`config.mk`:
```
export PLATFORM = sky130hd
export DESIGN_NAME = sync_barrier
export DESIGN_NICKNAME = d
export VERILOG_FILES = /design/src/rtl/sync_barrier_pkg.sv /design/src/rtl/and_reduce_tree.sv /design/src/rtl/sync_barrier.sv
export SDC_FILE = /design/constraint.sdc
export NUM_CORES = 1
export LEC_CHECK = 0
export CELL_PAD_IN_SITES_DETAIL_PLACEMENT = 2
export CELL_PAD_IN_SITES_GLOBAL_PLACEMENT = 2
export CORE_MARGIN = 5
export CORE_UTILIZATION = 35
export CTS_BUF_LIST = sky130_fd_sc_hd__clkbuf_8
export DETAILED_ROUTE_END_ITERATION = 10
export DONT_BUFFER_PORTS = 1
export PLACE_DENSITY = 0.82
export SYNTH_ARGS = -nofsm -noshare
export SYNTH_HDL_FRONTEND = slang
export SYNTH_SLANG_ARGS = --single-unit
```
`constraint.sdc`:
```
create_clock -name clock -period 1.5 [get_ports clock]
set_input_delay 0.15 -clock clock [delete_from_list [all_inputs] [get_ports clock]]
set_output_delay 0.15 -clock clock [all_outputs]
set_load 0.02 [all_outputs]
```
`src/rtl/sync_barrier_pkg.sv`:
```
// Shared types and default parameters for the sync_barrier block.
package sync_barrier_pkg;

  localparam int unsigned N_DEFAULT              = 4;
  localparam int unsigned EPOCH_W_DEFAULT        = 8;
  localparam int unsigned TIMEOUT_CYCLES_DEFAULT = 16;

  typedef enum logic [1:0] {
    IDLE    = 2'd0,
    COLLECT = 2'd1,
    RELEASE = 2'd2
  } barrier_state_t;

endpackage

```
`src/rtl/and_reduce_tree.sv`:
```
// Balanced binary tree of 2-input ANDs; purely combinational reduction of in_i.
module and_reduce_tree #(
  parameter int unsigned W = 4
) (
  input  logic [W-1:0] in_i,
  output logic         out_c
);

  generate
    if (W == 1) begin : g_leaf
      assign out_c = in_i[0];
    end else begin : g_node
      localparam int unsigned WL = W / 2;
      localparam int unsigned WH = W - WL;
      logic lo_c;
      logic hi_c;

      and_reduce_tree #(.W(WL)) u_lo (
        .in_i  (in_i[WL-1:0]),
        .out_c (lo_c)
      );

      and_reduce_tree #(.W(WH)) u_hi (
        .in_i  (in_i[W-1:WL]),
        .out_c (hi_c)
      );

      assign out_c = lo_c & hi_c;
    end
  endgenerate

endmodule

```
`src/rtl/sync_barrier.sv`:
```
// Sticky per-lane arrival barrier with a valid/ready release and epoch count.
// Optional forced release on COLLECT timeout: define SYNC_BARRIER_TIMEOUT_EN.
module sync_barrier
  import sync_barrier_pkg::*;
#(
  parameter int unsigned N              = N_DEFAULT,
  parameter int unsigned EPOCH_W        = EPOCH_W_DEFAULT,
  parameter int unsigned TIMEOUT_CYCLES = TIMEOUT_CYCLES_DEFAULT
) (
  input  logic               clock,
  input  logic               reset,
  input  logic [N-1:0]       arrive,
  input  logic [N-1:0]       lane_en,
  input  logic               release_ready,
  output logic               release_valid,
  output logic [N-1:0]       arrived,
  output logic [EPOCH_W-1:0] epoch,
  output logic               busy,
  output logic               overrun,
  output logic               release_partial
);

  generate
    if (N < 2) begin : g_bad_n
      $error("sync_barrier: N must be >= 2");
    end
    if (TIMEOUT_CYCLES < 2) begin : g_bad_timeout
      $error("sync_barrier: TIMEOUT_CYCLES must be >= 2");
    end
  endgenerate

  barrier_state_t     state_q, state_d;
  logic [N-1:0]       arrived_q, arrived_d;
  logic [EPOCH_W-1:0] epoch_q, epoch_d;
  logic               overrun_q, overrun_d;

  logic [N-1:0] arrive_en_c;
  logic [N-1:0] nxt_c;
  logic         all_in_c;
  logic         done_c;

`ifdef SYNC_BARRIER_TIMEOUT_EN
  localparam int unsigned CNT_W = $clog2(TIMEOUT_CYCLES + 1);
  logic [CNT_W-1:0] cnt_q, cnt_d;
  logic             partial_q, partial_d;
`endif

  assign arrive_en_c = arrive & lane_en;
  assign nxt_c       = arrived_q | arrive_en_c;

  // Disabled lanes are treated as already arrived.
  and_reduce_tree #(.W(N)) u_and_tree (
    .in_i  (nxt_c | ~lane_en),
    .out_c (all_in_c)
  );

  assign done_c = all_in_c && (lane_en != '0);

  always_comb begin
    state_d   = state_q;
    arrived_d = arrived_q;
    epoch_d   = epoch_q;
    overrun_d = overrun_q;
`ifdef SYNC_BARRIER_TIMEOUT_EN
    cnt_d     = '0;
    partial_d = partial_q;
`endif
    case (state_q)
      IDLE: begin
        arrived_d = nxt_c;
        if (done_c) begin
          state_d = RELEASE;
        end else if (nxt_c != '0) begin
          state_d = COLLECT;
`ifdef SYNC_BARRIER_TIMEOUT_EN
          cnt_d   = CNT_W'(1);
`endif
        end
      end
      COLLECT: begin
        arrived_d = nxt_c;
        if (done_c) begin
          state_d = RELEASE;
`ifdef SYNC_BARRIER_TIMEOUT_EN
        end else if (cnt_q == CNT_W'(TIMEOUT_CYCLES)) begin
          state_d   = RELEASE;
          partial_d = 1'b1;
        end else begin
          cnt_d = cnt_q + CNT_W'(1);
`endif
        end
      end
      RELEASE: begin
        // Arrivals here belong to no phase: drop them and flag.
        if (arrive_en_c != '0) begin
          overrun_d = 1'b1;
        end
        if (release_ready) begin
          arrived_d = '0;
          epoch_d   = epoch_q + EPOCH_W'(1);
          state_d   = IDLE;
`ifdef SYNC_BARRIER_TIMEOUT_EN
          partial_d = 1'b0;
`endif
        end
      end
      default: begin
        state_d = IDLE;
      end
    endcase
  end

  always_ff @(posedge clock) begin
    if (reset) begin
      state_q   <= IDLE;
      arrived_q <= '0;
      epoch_q   <= '0;
      overrun_q <= 1'b0;
`ifdef SYNC_BARRIER_TIMEOUT_EN
      cnt_q     <= '0;
      partial_q <= 1'b0;
`endif
    end else begin
      state_q   <= state_d;
      arrived_q <= arrived_d;
      epoch_q   <= epoch_d;
      overrun_q <= overrun_d;
`ifdef SYNC_BARRIER_TIMEOUT_EN
      cnt_q     <= cnt_d;
      partial_q <= partial_d;
`endif
    end
  end

  assign release_valid = (state_q == RELEASE);
  assign busy          = (state_q != IDLE);
  assign arrived       = arrived_q;
  assign epoch         = epoch_q;
  assign overrun       = overrun_q;

`ifdef SYNC_BARRIER_TIMEOUT_EN
  assign release_partial = partial_q;
`else
  assign release_partial = 1'b0;
`endif

endmodule

```
# --- After elaboration in Yosys (flattened, before gate mapping) ---
# Index checks and enable logic that the tools add are counted.
word_totals:
  latch_bits: 0
  ff_bits: 15
  output_inout_bits: 16
  wordCells: 36
  rom_bits: 0
  n_memories: 0
  inputBits: 11
  ram_bits: 0
op_classes:
  reduce_logical: 12
  add_sub_neg: 1
  shifts: 0
  muxes: 7
  n_eq_ne: 5
  n_lt_le_gt_ge: 0
  div_mod_pow: 0
  bitwise_logic: 7
  n_mul: 0
op_table:
  columns: ["operator", "n"]
  rows:
  - ["$reduce_bool 4->1", 3]
  - ["$add 8x1->8 const B", 1]
  - ["$mux 2", 4]
  - ["$or 4x4->4", 2]
  - ["$pmux 4 s2", 1]
  - ["$pmux 2 s3", 1]
  - ["$reduce_and 2->1", 3]
  - ["$and 4x4->4", 1]
  - ["$mux 4", 1]
  - ["$ne 2x2->1 const B", 2]
  - ["$not 4->4", 1]
  - ["$reduce_bool 2->1", 2]
  - ["$and 1x1->1", 3]
  - ["$ne 3x3->1 const B", 1]
  - ["$reduce_and 3->1", 1]
  - ["$eq 2x1->1 const B", 1]
  - ["$eq 2x2->1 const B", 1]
  - ["$logic_not 2->1", 1]
  - ["$reduce_or 2->1", 1]
  - ["$logic_and 1x1->1", 1]

# --- Depth between registers and ports, before layout ---
# Gate-level depths: netlist of the first run.
depth:
  word_depth: 8
  depth_mapped: 4
  mapped_depth_nobuf: 4

# --- Cells and area by module ---
# Synthesis of the first run repeated with hierarchy kept, for this count alone.
hier_totals:
  hier_cells: 88
  area_unflattened_um2: 749.5
modules_own_cells:
  columns: ["module", "cells_per_inst", "seq_area_each_um2", "area_each_um2", "n_inst"]
  rows:
  - ["sync_barrier", 81, 300.3, 700.7, 1]
  - ["and_reduce_tree (u_and_tree.g_node.u_hi.g_node.u_hi ...)", 1, 0.0, 7.5, 4]
  - ["and_reduce_tree (u_and_tree ...)", 1, 0.0, 6.3, 3]

# --- Worst setup path after synthesis of the first run ---
# OpenSTA, ideal clock, no wires.
synth_path:
  path_type: "reg-to-reg"
  from: "register epoch_q[0], in the netlist epoch[0]"
  to: "register epoch_q[4], in the netlist epoch[4]"
  required_ns: 1.429
  arrival_time_ns: 1.298
  path_slack_ns: 0.131
  period_less_slack_ns: 1.369
  setup_time_ns: 0.071
  path_stages_with_launch: 5
  path_buffers: 0
  cell_sequence: "dfxtp_1 > ha_1 > nand4b_1 > or3_1 > a21oi_1"
synth_via:
  elab_chain_cells: 1
synth_rtl:
  columns: ["item", "line_no", "source"]
  rows:
  - ["from (decl)", "sync_barrier.sv:34", "logic [EPOCH_W-1:0] epoch_q, epoch_d;"]
  - ["from (signal assigned)", "sync_barrier.sv:126", "epoch_q <= epoch_d;"]
  - ["$add 8x1->8", "sync_barrier.sv:100", "epoch_d = epoch_q + EPOCH_W'(1);"]
# Every way passes these cells.
# A chain may end at the register's enable or synchronous reset.

# --- Final worst setup path of the first run ---
layout_path:
  from: "register epoch_q[1], in the netlist epoch[1]"
  to: "register epoch_q[6], in the netlist epoch[6]"
# Same word-level chain as after synthesis.

==> impl.org, run 1 <==
** GRT
- For this run, the total global-route usage over all layers was measured as 0.1722.
- Number of antenna violations at the first check in global routing :: 0
- The first global-routing pass estimated 3519 um of wire.
- GRT Residual Overflow :: 0
- Vias in the first global route :: ~750
- Entering global routing, the biggest net connects 11 pins.

** Setup path
- For the worst setup path, the data required time is 1.67 ns.
- Of all nets on the critical path, the largest fanout is 5.
- Launch instance of the worst register-to-register path :: epoch[1]
- Launch point of the critical path :: epoch[1]
- Data on the critical path arrives at its endpoint at approximately 1.6 ns.
- Worst setup EP type :: flop
- STA classifies the critical path startpoint as a flop.
- Crit Path Category :: reg2reg

** STA
- Setup total negative slack :: 0 ns
- For this run, the top clock speed supported by timing is around 700 MHz.
- Of the available clock period, the critical path in the final layout requires 0.9313.
- Unrepaired setup endpoints after global routing :: false
- Final Slew Violations :: 0
- Setup violations remaining at the end of the flow were counted as 0.
- Clock skew :: between 0.006 and 0.007 ns
- The hold violation total from the final report is 0.
- Subtracting the final worst setup slack from the clock period gives 1.397 ns.

** Pwr
- Internal power :: 662.9 uW
- The share of total power dissipated in combinational logic is 0.154.
- The share of total power dissipated in the clock network is 0.355.
- Maximum vdd ir drop :: roughly 0.00044 V
- Power spread over the standard cell area amounts to 1074 nW/um^2.
- For this design the static power due to leakage is roughly 0.33 nW.
- Of the total power, registers draw 0.491.
- Switching share of power :: 0.2694
- In this run the power spent charging and discharging nets is between 200 and 250 uW.

** Clocking
- For the worst-skew pair, the clock arrives at the later sink with an insertion delay of 0.25 ns.
- Clock slew at reported path FFs :: roughly 0.060 ns
- Total CTS buffers :: 3
- Clock tree synthesis selected as its root buffer the cell sky130_fd_sc_hd__clkbuf_8.
- Post-CTS timing repair inserted 0 buffers for setup.
- No sink is reached through more buffers than the 2 on the longest clock path.
- Number of H-tree branching levels :: 1
- Clock tree from TritonCTS :: yes
- Sinks on the clock net :: 15

** Placement
- After detailed placement, the total cell area comes to roughly 790 sq um.
- Final weighted congestion in routability-driven placement :: roughly 0.70
- The count of buffers added on input and output ports is 0.
- The wire-length estimate of the detail-placed layout is 1627 um.
- Placed Cells incl. Taps :: between 100 and 150

** Synthesis
- For this run, asynchronously set or reset flops after synthesis account for 0.
- Most instantiated cells after synthesis :: sky130_fd_sc_hd__dfxtp_1 (15), sky130_fd_sc_hd__nor2_1 (11), sky130_fd_sc_hd__a21oi_1 (9)
- By instance count, the leading cell after synthesis is sky130_fd_sc_hd__dfxtp_1.
- Mapped Avg Cell Area :: between 8 and 9 sq um
- Proportion of synthesized area in mux cells :: 0
- After synthesis, the cell types taking the most area are sky130_fd_sc_hd__dfxtp_1 (43%), sky130_fd_sc_hd__a21oi_1 (6.4%), sky130_fd_sc_hd__nor2_1 (5.9%).
- Proportion of synthesized chip area in sequential cells :: 0.4255
- Number of storage elements in the synthesis netlist :: 15
- Of the total synthesized cell area, the portion taken by AND, OR, NAND and NOR gates is 0.2748.
- Main combinational cell family by area after synthesis :: simple AND/OR/NAND/NOR gates
- Yosys top cell by area :: sky130_fd_sc_hd__dfxtp_1
- During synthesis, Yosys emitted a total of 0 warnings.
- XOR/XNOR share of the synthesized area :: 0.02482
- Net count after synthesis :: 94
- For this run, the leading register cell type out of synthesis is sky130_fd_sc_hd__dfxtp_1.
- Cell area after synthesis :: about 710 sq um
- Unique masters post-synth :: 28
- Of the post-synthesis cell area, the dominant cell type holds 0.4255.
- In the synthesized netlist, the number of instances is just over 80.
- Adder-cell share of the synthesized area :: 0.01773
- Counting flops with a built-in enable in the synthesized netlist gives 0.
- Share of the synthesized area in compound gates (AO/OA/AOI/OAI) :: 0.2199

** Worst hold path
- The startpoint identified for the worst hold timing path is release_ready.
- Type of the tightest min-delay check :: in2reg

** Route
- The detailed router put a total of just under 800 um of wire on met1.
- Via count :: ~680
- Drt first pass iters :: 3
- Detailed routing placed a total of approximately 140 um of wire on met3.
- The routed design uses between 1000 and 1500 um of met2 wire.
- After the first detailed-routing iteration, the DRC count stood at 1.
- Routed via count divided by cell count :: approximately 5.6
- In this run the remaining antenna-violating nets after routing total 0.
- After detailed routing, the number of remaining DRC violations is 0.
- Final wirelength :: 2112 um
- WL/cell :: approximately 18 um
- The highest metal layer carrying signal wires in the routed design is met4.

** Cells and area
- Relative to the synthesized area, the layout overhead comes to 19.68%.
- Post-route cell area :: approximately 840 sq um
- Once layout is complete, the cells apart from fillers number 120.
- The multi-input combinational cells in the finished layout cover a total of ~380 sq um.
- Post-layout net count :: approximately 110
- Fill cells in the final layout number ~230.
- Count of antenna diodes in the layout :: 0
- Across the whole layout, storage elements account for 301.5 sq um.
- Measured on the finished design, the core utilization comes to 0.4349.
- Ratio of cells with drive above 1 in the final layout :: 0.1720

** Floorplanning
- For this configuration, the core starts out at a cell density of 0.3634.
- The floorplan has 16 rows.
- The die is between 50 and 60 um wide.
- From bottom edge to top edge, the die measures approximately 55 um.
- Core area :: about 1900 sq um
- The die covers ~3000 sq um.
- Num ports :: 27

** Job
- Across the run, the number of max-cap violations was 0.

** Outcome
- The flow ran to the end, and the final reports show no timing, DRC or antenna violations.
## worst paths after layout
path / to / slack [ns] / cells after the start
max reg2reg: epoch[6] / 0.10 / 4
min: epoch[1] / 0.06 / 2
max: epoch[6] / 0.10 / 4
min reg2reg: epoch[1] / 0.51 / 2
## cells in the final DEF (no fill, tap or decap)
cell type,n
sky130_fd_sc_hd__dlygate4sd3_1,1
sky130_fd_sc_hd__xor2_1,2
sky130_fd_sc_hd__o31ai_1,2
sky130_fd_sc_hd__or3_2,1
sky130_fd_sc_hd__inv_1,2
sky130_fd_sc_hd__or3_1,2
sky130_fd_sc_hd__dfxtp_1,14
sky130_fd_sc_hd__ha_1,1
sky130_fd_sc_hd__clkbuf_8,3
sky130_fd_sc_hd__nand2_1,7
sky130_fd_sc_hd__nand4_1,2
sky130_fd_sc_hd__or4_1,3
sky130_fd_sc_hd__nand3_1,2
sky130_fd_sc_hd__a221oi_1,1
sky130_fd_sc_hd__o21a_1,4
sky130_fd_sc_hd__or2_2,1
sky130_fd_sc_hd__conb_1,1
sky130_fd_sc_hd__a32o_1,1
sky130_fd_sc_hd__nor4_1,2
sky130_fd_sc_hd__buf_4,9
sky130_fd_sc_hd__a21oi_1,9
sky130_fd_sc_hd__a22o_1,2
sky130_fd_sc_hd__a2111oi_0,1
sky130_fd_sc_hd__o21ai_0,4
sky130_fd_sc_hd__nand3b_4,1
sky130_fd_sc_hd__nand4b_1,1
sky130_fd_sc_hd__nor2_1,11
sky130_fd_sc_hd__nor3b_1,1
sky130_fd_sc_hd__dfxtp_2,1
sky130_fd_sc_hd__nor2b_1,1
## critical path, stage by stage, from the launching register on
cell                       delay (ns)
sky130_fd_sc_hd__dfxtp_1         0.37
sky130_fd_sc_hd__ha_1            0.17
sky130_fd_sc_hd__nand4b_1        0.21
sky130_fd_sc_hd__or3_1           0.41
sky130_fd_sc_hd__a21oi_1         0.16
## per-layer routing
metal	GRT usage	vias to the layer above
met4	0.1215	0
met3	0.04290	6
met1	0.1664	325
met2	0.3150	21
li1	-	323
met5	0	-
## cell families after synthesis
family | Yosys count
other | 1
AOI/OAI and AO/OA | 24
xor gates and xnor gates | 2
and+or+nand+nor | 35
adders and majority gates | 1
DFF | 15
buffers and inverters | 4
## sequential cells by signal, indices dropped and copies added, names as in the netlist
| signal | cells |
|---|---|
| arrived | 4 |
| epoch | 8 |
| overrun | 1 |
| state_q | 2 |
## stage by stage
| stage | total power, mW | worst slack, ns | hold WS (ns) |
|---|---|---|---|
| 5_1_grt | 0.9591 | 0.005408 | 0.06779 |
| 6_report | 0.9073 | 0.1031 | 0.06455 |
| 3_3_place_gp | 0.5844 | 0.1921 | 0.2214 |
| 3_5_place_dp | 0.5903 | 0.1134 | 0.2233 |
| 4_1_cts | 0.9239 | 0.06014 | 0.05539 |
| 2_1_floorplan | 0.5523 | 0.1313 | 0.2397 |
## power by group through the flow
stage | logic [mW] | clock network [mW] | registers [mW]
final | 0.140 | 0.322 | 0.446
after global routing | 0.155 | 0.354 | 0.450
after CTS | 0.142 | 0.335 | 0.446
after floorplan | 0.0924 | 0 | 0.460
after detailed placement | 0.135 | 0 | 0.455
after global placement | 0.131 | 0 | 0.454
## repair_timing
action	4_1_cts	5_1_grt
hold buffers	1	0
endpoints found under the hold margin	10	0
setup endpoints to repair	0	2
gates resized for setup	0	1
## cell type report
class / count / area share
Sequential cell: 15 / 0.3570
Inverter: 1 / 0.004444
Clock inverter: 1 / 0.004444
Tap cell: 27 / 0.04000
Timing Repair Buffer: 10 / 0.09185
Multi-Input combinational cell: 63 / 0.4533
Clock buffer: 3 / 0.04889
(Power assumes the default switching activity.)
==> run 2: changes to the inputs <==
Settings changed: GPL_ROUTABILITY_DRIVEN from default to 0.
==> results of run 2 <==
Same layout as run 1: the final DEF is identical, and so are final timing and power.
==> run 3: changes to the inputs <==
Settings changed: CAP_MARGIN from default to 0, TNS_END_PERCENT from default to 10.
==> results of run 3 <==
Same layout as run 1: the final DEF is identical, and so are final timing and power.
